[config.mk]
export PLATFORM = sky130hd
export DESIGN_NAME = mix_columns_seq
export DESIGN_NICKNAME = d
export VERILOG_FILES = /design/src/rtl/mix_columns_seq.sv
export SDC_FILE = /design/constraint.sdc
export NUM_CORES = 1
export LEC_CHECK = 0
export ABC_AREA = 1
export CAP_MARGIN = 20
export CORE_UTILIZATION = 56
export DETAILED_ROUTE_END_ITERATION = 16
export PLACE_DENSITY = 0.86
export SYNTH_ARGS = -nofsm -noshare
export SYNTH_HDL_FRONTEND = slang
export SYNTH_SLANG_ARGS = --single-unit
[constraint.sdc]
create_clock -name clk -period 3.6 [get_ports clk]
set_input_delay 0.54 -clock clk [delete_from_list [all_inputs] [get_ports clk]]
set_output_delay 0.54 -clock clk [all_outputs]
set_load 0.05 [all_outputs]
[src/rtl/mix_columns_seq.sv]
// Column-serial AES MixColumns / InvMixColumns stage with per-block bypass.
// Latency: 4 cycles from accept to out_valid; one column per cycle through a shared datapath.
// Backpressure: in_ready only in IDLE; result held stable in DONE until out_ready.
module mix_columns_seq #(
  parameter bit INVERSE = 1'b0
) (
  input  logic         clk,
  input  logic         rst,
  input  logic         in_valid,
  output logic         in_ready,
  input  logic [127:0] in_data,
  input  logic         in_bypass,
  output logic         out_valid,
  input  logic         out_ready,
  output logic [127:0] out_data
);

  typedef enum logic [1:0] {
    IDLE = 2'd0,
    BUSY = 2'd1,
    DONE = 2'd2
  } state_t;

  state_t       state_q, state_d;
  logic [1:0]   col_q, col_d;
  logic [127:0] work_q, work_d;
  logic [127:0] res_q, res_d;
  logic         byp_q, byp_d;
  logic         in_ready_q, in_ready_d;
  logic         out_valid_q, out_valid_d;

  logic [31:0]  col_in;
  logic [31:0]  col_out;

  // GF(2^8) doubling with reduction polynomial 0x11B.
  function automatic logic [7:0] xtime(input logic [7:0] x);
    return {x[6:0], 1'b0} ^ (x[7] ? 8'h1b : 8'h00);
  endfunction

  function automatic logic [7:0] mul2(input logic [7:0] x);
    return xtime(x);
  endfunction

  function automatic logic [7:0] mul3(input logic [7:0] x);
    return xtime(x) ^ x;
  endfunction

  function automatic logic [7:0] mul9(input logic [7:0] x);
    return xtime(xtime(xtime(x))) ^ x;
  endfunction

  function automatic logic [7:0] mulb(input logic [7:0] x);
    return xtime(xtime(xtime(x))) ^ xtime(x) ^ x;
  endfunction

  function automatic logic [7:0] muld(input logic [7:0] x);
    return xtime(xtime(xtime(x))) ^ xtime(xtime(x)) ^ x;
  endfunction

  function automatic logic [7:0] mule(input logic [7:0] x);
    return xtime(xtime(xtime(x))) ^ xtime(xtime(x)) ^ xtime(x);
  endfunction

  // Forward matrix rows: 02 03 01 01, rotated per output row. Row 0 is the top byte.
  function automatic logic [31:0] fwd_mix(input logic [31:0] c);
    logic [7:0] a0, a1, a2, a3;
    a0 = c[31:24];
    a1 = c[23:16];
    a2 = c[15:8];
    a3 = c[7:0];
    return {mul2(a0) ^ mul3(a1) ^ a2 ^ a3,
            mul2(a1) ^ mul3(a2) ^ a3 ^ a0,
            mul2(a2) ^ mul3(a3) ^ a0 ^ a1,
            mul2(a3) ^ mul3(a0) ^ a1 ^ a2};
  endfunction

  // Inverse matrix rows: 0e 0b 0d 09, rotated per output row.
  function automatic logic [31:0] inv_mix(input logic [31:0] c);
    logic [7:0] a0, a1, a2, a3;
    a0 = c[31:24];
    a1 = c[23:16];
    a2 = c[15:8];
    a3 = c[7:0];
    return {mule(a0) ^ mulb(a1) ^ muld(a2) ^ mul9(a3),
            mule(a1) ^ mulb(a2) ^ muld(a3) ^ mul9(a0),
            mule(a2) ^ mulb(a3) ^ muld(a0) ^ mul9(a1),
            mule(a3) ^ mulb(a0) ^ muld(a1) ^ mul9(a2)};
  endfunction

  // Column datapath: select column col from the work register, then mix or pass it through.
  always_comb begin
    col_in = work_q[127:96];
    case (col_q)
      2'd0: col_in = work_q[127:96];
      2'd1: col_in = work_q[95:64];
      2'd2: col_in = work_q[63:32];
      2'd3: col_in = work_q[31:0];
      default: col_in = work_q[127:96];
    endcase
    if (byp_q) begin
      col_out = col_in;
    end else if (INVERSE) begin
      col_out = inv_mix(col_in);
    end else begin
      col_out = fwd_mix(col_in);
    end
  end

  // Next-state logic: handshake FSM, column sequencing and result write-back.
  always_comb begin
    state_d = state_q;
    col_d   = col_q;
    work_d  = work_q;
    res_d   = res_q;
    byp_d   = byp_q;
    case (state_q)
      IDLE: begin
        if (in_valid) begin
          work_d  = in_data;
          byp_d   = in_bypass;
          col_d   = 2'd0;
          state_d = BUSY;
        end
      end
      BUSY: begin
        case (col_q)
          2'd0: res_d[127:96] = col_out;
          2'd1: res_d[95:64]  = col_out;
          2'd2: res_d[63:32]  = col_out;
          2'd3: res_d[31:0]   = col_out;
          default: res_d[127:96] = col_out;
        endcase
        col_d = col_q + 2'd1;
        if (col_q == 2'd3) begin
          state_d = DONE;
        end
      end
      DONE: begin
        if (out_ready) begin
          state_d = IDLE;
        end
      end
      default: state_d = IDLE;
    endcase
    // Handshake outputs follow the next state so they are flops, not input-driven logic.
    in_ready_d  = (state_d == IDLE);
    out_valid_d = (state_d == DONE);
  end

  // State registers with synchronous reset; a reset discards any in-flight or pending block.
  always_ff @(posedge clk) begin
    if (rst) begin
      state_q     <= IDLE;
      col_q       <= 2'd0;
      work_q      <= 128'h0;
      res_q       <= 128'h0;
      byp_q       <= 1'b0;
      in_ready_q  <= 1'b1;
      out_valid_q <= 1'b0;
    end else begin
      state_q     <= state_d;
      col_q       <= col_d;
      work_q      <= work_d;
      res_q       <= res_d;
      byp_q       <= byp_d;
      in_ready_q  <= in_ready_d;
      out_valid_q <= out_valid_d;
    end
  end

  assign in_ready  = in_ready_q;
  assign out_valid = out_valid_q;
  assign out_data  = res_q;

endmodule
==> results of run 1 <==
-- cell usage after synthesis (6+ instances only) --
| master | n | area share [%] |
|---|---|---|
| nand2_1 | 590 | 17 |
| nor2_1 | 372 | 10 |
| dfxtp_1 | 263 | 40 |
| nand3_1 | 181 | 6.8 |
| inv_1 | 158 | 4.5 |
| o21ai_0 | 152 | 5.7 |
| o21a_1 | 84 | 4.7 |
| clkbuf_1 | 78 | 2.2 |
| a21oi_1 | 29 | 1.1 |
| nand3_2 | 23 | 1.7 |
| o21bai_1 | 18 | 1.0 |
| buf_2 | 14 | 0.53 |
| nor2_2 | 12 | 0.56 |
| xnor2_1 | 9 | 0.59 |
| nor2_4 | 8 | 0.68 |
| nand2_2 | 7 | 0.33 |
| buf_6 | 6 | 0.51 |
| nand3b_1 | 6 | 0.34 |
| o21bai_2 | 6 | 0.51 |
-- path summary, 6_finish.rpt --
| kind | slack [ps] | endpoint | from |
|---|---|---|---|
| min reg2reg | 460 | work_q[45] | work_q[45] |
| min | 460 | work_q[45] | work_q[45] |
| max | 440 | out_data[113] | col_q[0] |
| max reg2reg | 440 | out_data[113] | col_q[0] |
-- cells in the final DEF (no fill, tap or decap), drive strengths merged, types with 25 or more instances in the layout --
cell type      count
nand2            598
nor2             392
dfxtp            263
clkdlybuf4s50    262
nand3            204
inv              162
o21ai            156
o21a              84
clkbuf            40
a21oi             30
buf               28
o21bai            25
-- where the power goes --
group	switching [mW]	internal [mW]
Combinational	1.93	0.916
Clock	1.17	1.51
Sequential	0.117	3.11
Total	3.22	5.53
-- stage by stage --
step / utilization [%] / area, sq um / hold WS (ps) / power, mW
after floorplan: - / 13300 / 425 / 5.15
after global placement: 69.2 / 16200 / 441 / 6.02
after detailed placement: 69.2 / 16200 / 451 / 6.06
after CTS: 72.7 / 17000 / 460 / 8.69
after global routing: 72.7 / 17000 / 480 / 9.15
final: 72.7 / 17000 / 462 / 8.75
-- final cells by class --
class	instances	share of cell area [%]
clock buffers	40	4.61
clock inverters	6	0.301
inverters	163	3.63
multi-input cells	1513	41.2
flip-flops and latches	263	30.9
well taps	319	2.35
repair buffers	290	17.0
-- worst min-delay path: cells and delay by family (launching register included) --
family / cells / cell delay, ps
flip-flops: 1 / 300
AO/OA/AOI/OAI: 1 / 60
buffers and inverters: 1 / 60
-- registers in the layout, indices dropped and copies added, names as in the netlist --
signal and flops:
in_ready 1, out_valid 1, work_q 128, col_q 2
byp_q 1, state_q 2, out_data 128
-- kinds of logic (layout without fill, tap and decap cells) --
logic type               Yosys count  in the layout  synth area share (%)
AO/OA/AOI/OAI                    298            298                  13.7
AND/OR/NAND/NOR                 1201           1201                  37.7
XOR/XNOR                           9              9                 0.592
adder cells (fa/ha/maj)            5              5                 0.470
buffers and inverters            267            499                  8.04
flip-flops                       263            263                  39.5
-- metal layers --
metal	share of wire, %	up-vias	global-route usage, %
li1	-	6880	-
met1	41	6528	48.9
met2	47	642	63.0
met3	8.0	109	5.33
met4	3.4	0	13.8
met5	0	-	0
==> impl_metrics.tcl, run 1 <==
set metrics [dict create \
    status "completed" \
    synthesis.nets 2181 \
    routed_wl_um 45600 \
    ant_nets 0 \
    setup_slack_ps 442 \
    slowest_delay_ps 610 \
    drt_drc_violations_left 0 \
    htree_levels 1 \
    io_buffer_count 262 \
    crit_type "reg -> reg" \
    final_cells 2594 \
    path_max_fanout 51 \
    synth-seq-cells 263 \
    whs_path_depth 2 \
    arrival_ps 3570 \
    track_usage_pct 37.5 \
    path_depth 14 \
    post_cts_resized 0 \
    finalWorstPathRequiredPeriod_ps 3160 \
    post_drt_wl_per_cell_um 17.6 \
    cts_max_path_buffers 3 \
    grt.overflow.total 0 \
    core_sq_mm 0.0234 \
    crit_slowest_cell "o21bai_2" \
    clock-sinks 263 \
    cts_root_buf "clkbuf_16" \
    die_y_um 156 \
    cts_tree "done" \
    nFillCells 1925 \
    vias 14200 \
    hpwl_um 33500 \
    end_kind "flop" \
    fmax_mhz 317 \
    grt_max_degree 113 \
    period_share_pct 87.7 \
    grt_setup_unrepaired "no" \
    finalSetupViolations 0 \
    post_cts_buffers 0 \
    drt_iter0_markers 1451 \
    reg2reg_depth 14 \
    post-place-ws_ps 555 \
    netlist_area_sq_mm 0.0133 \
    synth_edf_count 0 \
    synth_warnings 0 \
    worstSkewPairLatency_ps 560 \
    ys_seq_area_share_pct 39.5 \
    first_global_vias 13200 \
    antenna_found_initial 0 \
    slew_viol_final 0 \
    ir_drop_mv 0.428 \
    slew_headroom_pct 40.9 \
    cp_num_buf_inv 3 \
    syn_area_per_cell_sq_um 6.52 \
    cts_buffers 27 \
    synthCells 2043 \
    synthArstFlopShare_pct 0 \
    die-area_sq_mm 0.0244 \
    place_inst 2548 \
    rows 56 \
    area_growth_pct 27.8 \
    worst_pin_slew_ps 881 \
    crit_top_cell "nand2_1" \
    diodes 0 \
    start_util_pct 56.9 \
    synth_ff_type "dfxtp_1" \
    viasPerCell 5.46 \
    cts_hold_buffers 0 \
    grt_pass1_wl_um 71000 \
    cp_cell_sequence "inv_1, ha_1, inv_4, nand2_1, o21bai_2, nand2_1, nand2_1, nand2_1, nand2_1, inv_1, nand2_1, nand3_1, nand2_2, a21oi_1" \
    finClkSkew_ps 13.9 \
    seq_area_sq_mm 0.00527 \
    drv_cap 0 \
    min_path_type "reg -> reg" \
    gp_congestion 0.984 \
    critPathRequiredTime_ps 4010 \
    nets 2396 \
    fin_setup_tns_ps 0 \
    clkTransAtPathRegs_ps 60 \
    yosysUniqueCellTypes 33 \
    drive_gt1_share_pct 6.07 \
    multiInputGateArea_sq_mm 0.00701 \
    ioPinCount 263 \
    hold_viol_final 0 \
    die_w_um 156 \
    p_leak_nw 7.93 \
    p_per_area_mw_per_mm2 514 \
    cp_top_family "simple AND/OR/NAND/NOR gates" \
    firstDrtPassIters 6 \
    cp-start-kind "flop" \
]
Note: power is estimated with default switching activity, not from simulation.
==> run 2, diff against run 1 <==
--- a/config.mk
+++ b/config.mk
@@ -7,9 +7,13 @@
 export LEC_CHECK = 0
 export ABC_AREA = 1
 export CAP_MARGIN = 20
-export CORE_UTILIZATION = 56
+export CELL_PAD_IN_SITES_DETAIL_PLACEMENT = 0
+export CELL_PAD_IN_SITES_GLOBAL_PLACEMENT = 1
+export CORE_UTILIZATION = 39
 export DETAILED_ROUTE_END_ITERATION = 16
-export PLACE_DENSITY = 0.86
+export GPL_ROUTABILITY_DRIVEN = 0
+export PLACE_DENSITY_LB_ADDON = 0.1
+export SETUP_SLACK_MARGIN = 0.15
 export SYNTH_ARGS = -nofsm -noshare
 export SYNTH_HDL_FRONTEND = slang
 export SYNTH_SLANG_ARGS = --single-unit
==> run 2 against run 1 <==
Effect of this change:
- worst hold slack lost 9.6 ps
- global-route usage is 12 points lower
- clock skew increased by 3.3 ps
- critical endpoint is now out_data[81]
- largest power group unchanged
==> impl_metrics.tcl, run 2 (same netlist as run 1, synthesis figures left out) <==
set metrics [dict create \
    ioPinCount 263 \
    hpwl_um 34000 \
    drt_drc_violations_left 0 \
    fmax_mhz 315 \
    cts_root_buf "clkbuf_16" \
    cts_max_path_buffers 3 \
    place_inst 2679 \
    routed_wl_um 45800 \
    clkTransAtPathRegs_ps 60 \
    viasPerCell 4.99 \
    p_per_area_mw_per_mm2 514 \
    antenna_found_initial 0 \
    cts_tree "done" \
    period_share_pct 88.1 \
    post_cts_resized 0 \
    path_max_fanout 53 \
    die-area_sq_mm 0.0349 \
    worstSkewPairLatency_ps 560 \
    p_leak_nw 7.95 \
    nets 2400 \
    end_kind "flop" \
    rows 67 \
    layout_common_cells "590 x nand2_1, 370 x nor2_1, 263 x dfxtp_1" \
    vias 13600 \
    track_usage_pct 26.0 \
    die_y_um 187 \
    cts_hold_buffers 0 \
    slew_headroom_pct 43.5 \
    finalWorstPathRequiredPeriod_ps 3170 \
    first_global_vias 12700 \
    wl_met3_um 2720 \
    grt_max_degree 130 \
    hold_viol_final 0 \
    ant_nets 0 \
    seq_area_sq_mm 0.00527 \
    clock-sinks 263 \
    start_util_pct 39.7 \
    diodes 0 \
    die_w_um 187 \
    arrival_ps 3580 \
    fin_setup_tns_ps 0 \
    grt_setup_unrepaired "no" \
    drv_cap 0 \
    nFillCells 3470 \
    post_cts_buffers 0 \
    crit_type "reg -> reg" \
    multiInputGateArea_sq_mm 0.00701 \
    min_path_type "reg -> reg" \
    area_growth_pct 29.4 \
    layout_commonest_cell "nand2_1" \
    highest_layer "met4" \
    drive_gt1_share_pct 6.30 \
    post_drt_wl_per_cell_um 16.8 \
    final_cells 2733 \
    ir_drop_mv 0.386 \
    cp-start-kind "flop" \
    wl_met2_um 20600 \
    core_sq_mm 0.0335 \
    drt_iter0_markers 902 \
    slew_viol_final 0 \
    firstDrtPassIters 8 \
    worst_pin_slew_ps 844 \
    wl_met1_um 21100 \
    status "completed" \
    critPathRequiredTime_ps 4010 \
    io_buffer_count 262 \
    grt_pass1_wl_um 71300 \
    finClkSkew_ps 17.2 \
    htree_levels 1 \
    grt.overflow.total 0 \
    finalSetupViolations 0 \
    cts_buffers 29 \
]
[run 2: cell types whose count changed in the layout (fill, tap and decap cells not counted)]
cell	delta
buf_4	+4
clkbuf_1	+4
clkinv_2	+3
buf_12	-2
clkbuf_16	+2
inv_6	+2
clkbuf_8	-1
clkinv_4	-1
clkinvlp_4	+1
inv_16	-1
inv_4	-1
[run 2: worst paths after layout]
check,startpoint,to,slack (ps),cells after the start
worst max-delay path,col_q[0],out_data[81],430,15
worst min-delay path,work_q[45],work_q[45],450,2
worst max register to register,col_q[0],out_data[81],430,15
worst min register to register,work_q[45],work_q[45],450,2
[run 2: layout make-up]
class | instances | share of cell area, %
clock buffers | 45 | 4.85
clock inverters | 9 | 0.312
inverters | 163 | 3.60
multi-input cells | 1513 | 40.7
flip-flops and latches | 263 | 30.6
well taps | 448 | 3.25
repair buffers | 292 | 16.7
[run 2: routing by layer]
metal	vias to the layer above	global-route usage, %
met4	0	7.94
met5	-	0
met3	76	3.87
met2	436	42.0
met1	6223	35.6
li1	6893	-
[run 2: power breakdown]
part / total (mW) / internal (mW) / switching [mW]
registers: 3.22 / 3.11 / 0.114
logic: 2.83 / 0.920 / 1.91
clock network: 2.80 / 1.59 / 1.21
total: 8.86 / 5.62 / 3.24
[run 2: critical path, cell delays in order, from the launching register on]
cell and delay [ps]:
dfxtp_1 380, inv_1 120, ha_1 320, inv_4 500, buf_4 280, nand2_1 80
o21bai_1 500, nand2_1 120, nand2_1 130, nand2_1 60, nand2_1 100, inv_1 50
nand2_1 50, nand3_1 80, nand2_2 160, a21oi_1 100
[run 2: stage by stage]
stage | cell area, sq um | hold slack [ps] | setup WS [ps] | total power [mW] | util (%)
after floorplan | 13300 | 425 | 1520 | 5.15 | -
after global placement | 16300 | 446 | 636 | 6.06 | 48.7
after detailed placement | 16300 | 449 | 537 | 6.09 | 48.7
after CTS | 17200 | 452 | 524 | 8.91 | 51.4
after global routing | 17200 | 465 | 199 | 9.34 | 51.4
final | 17200 | 453 | 427 | 8.86 | 51.4
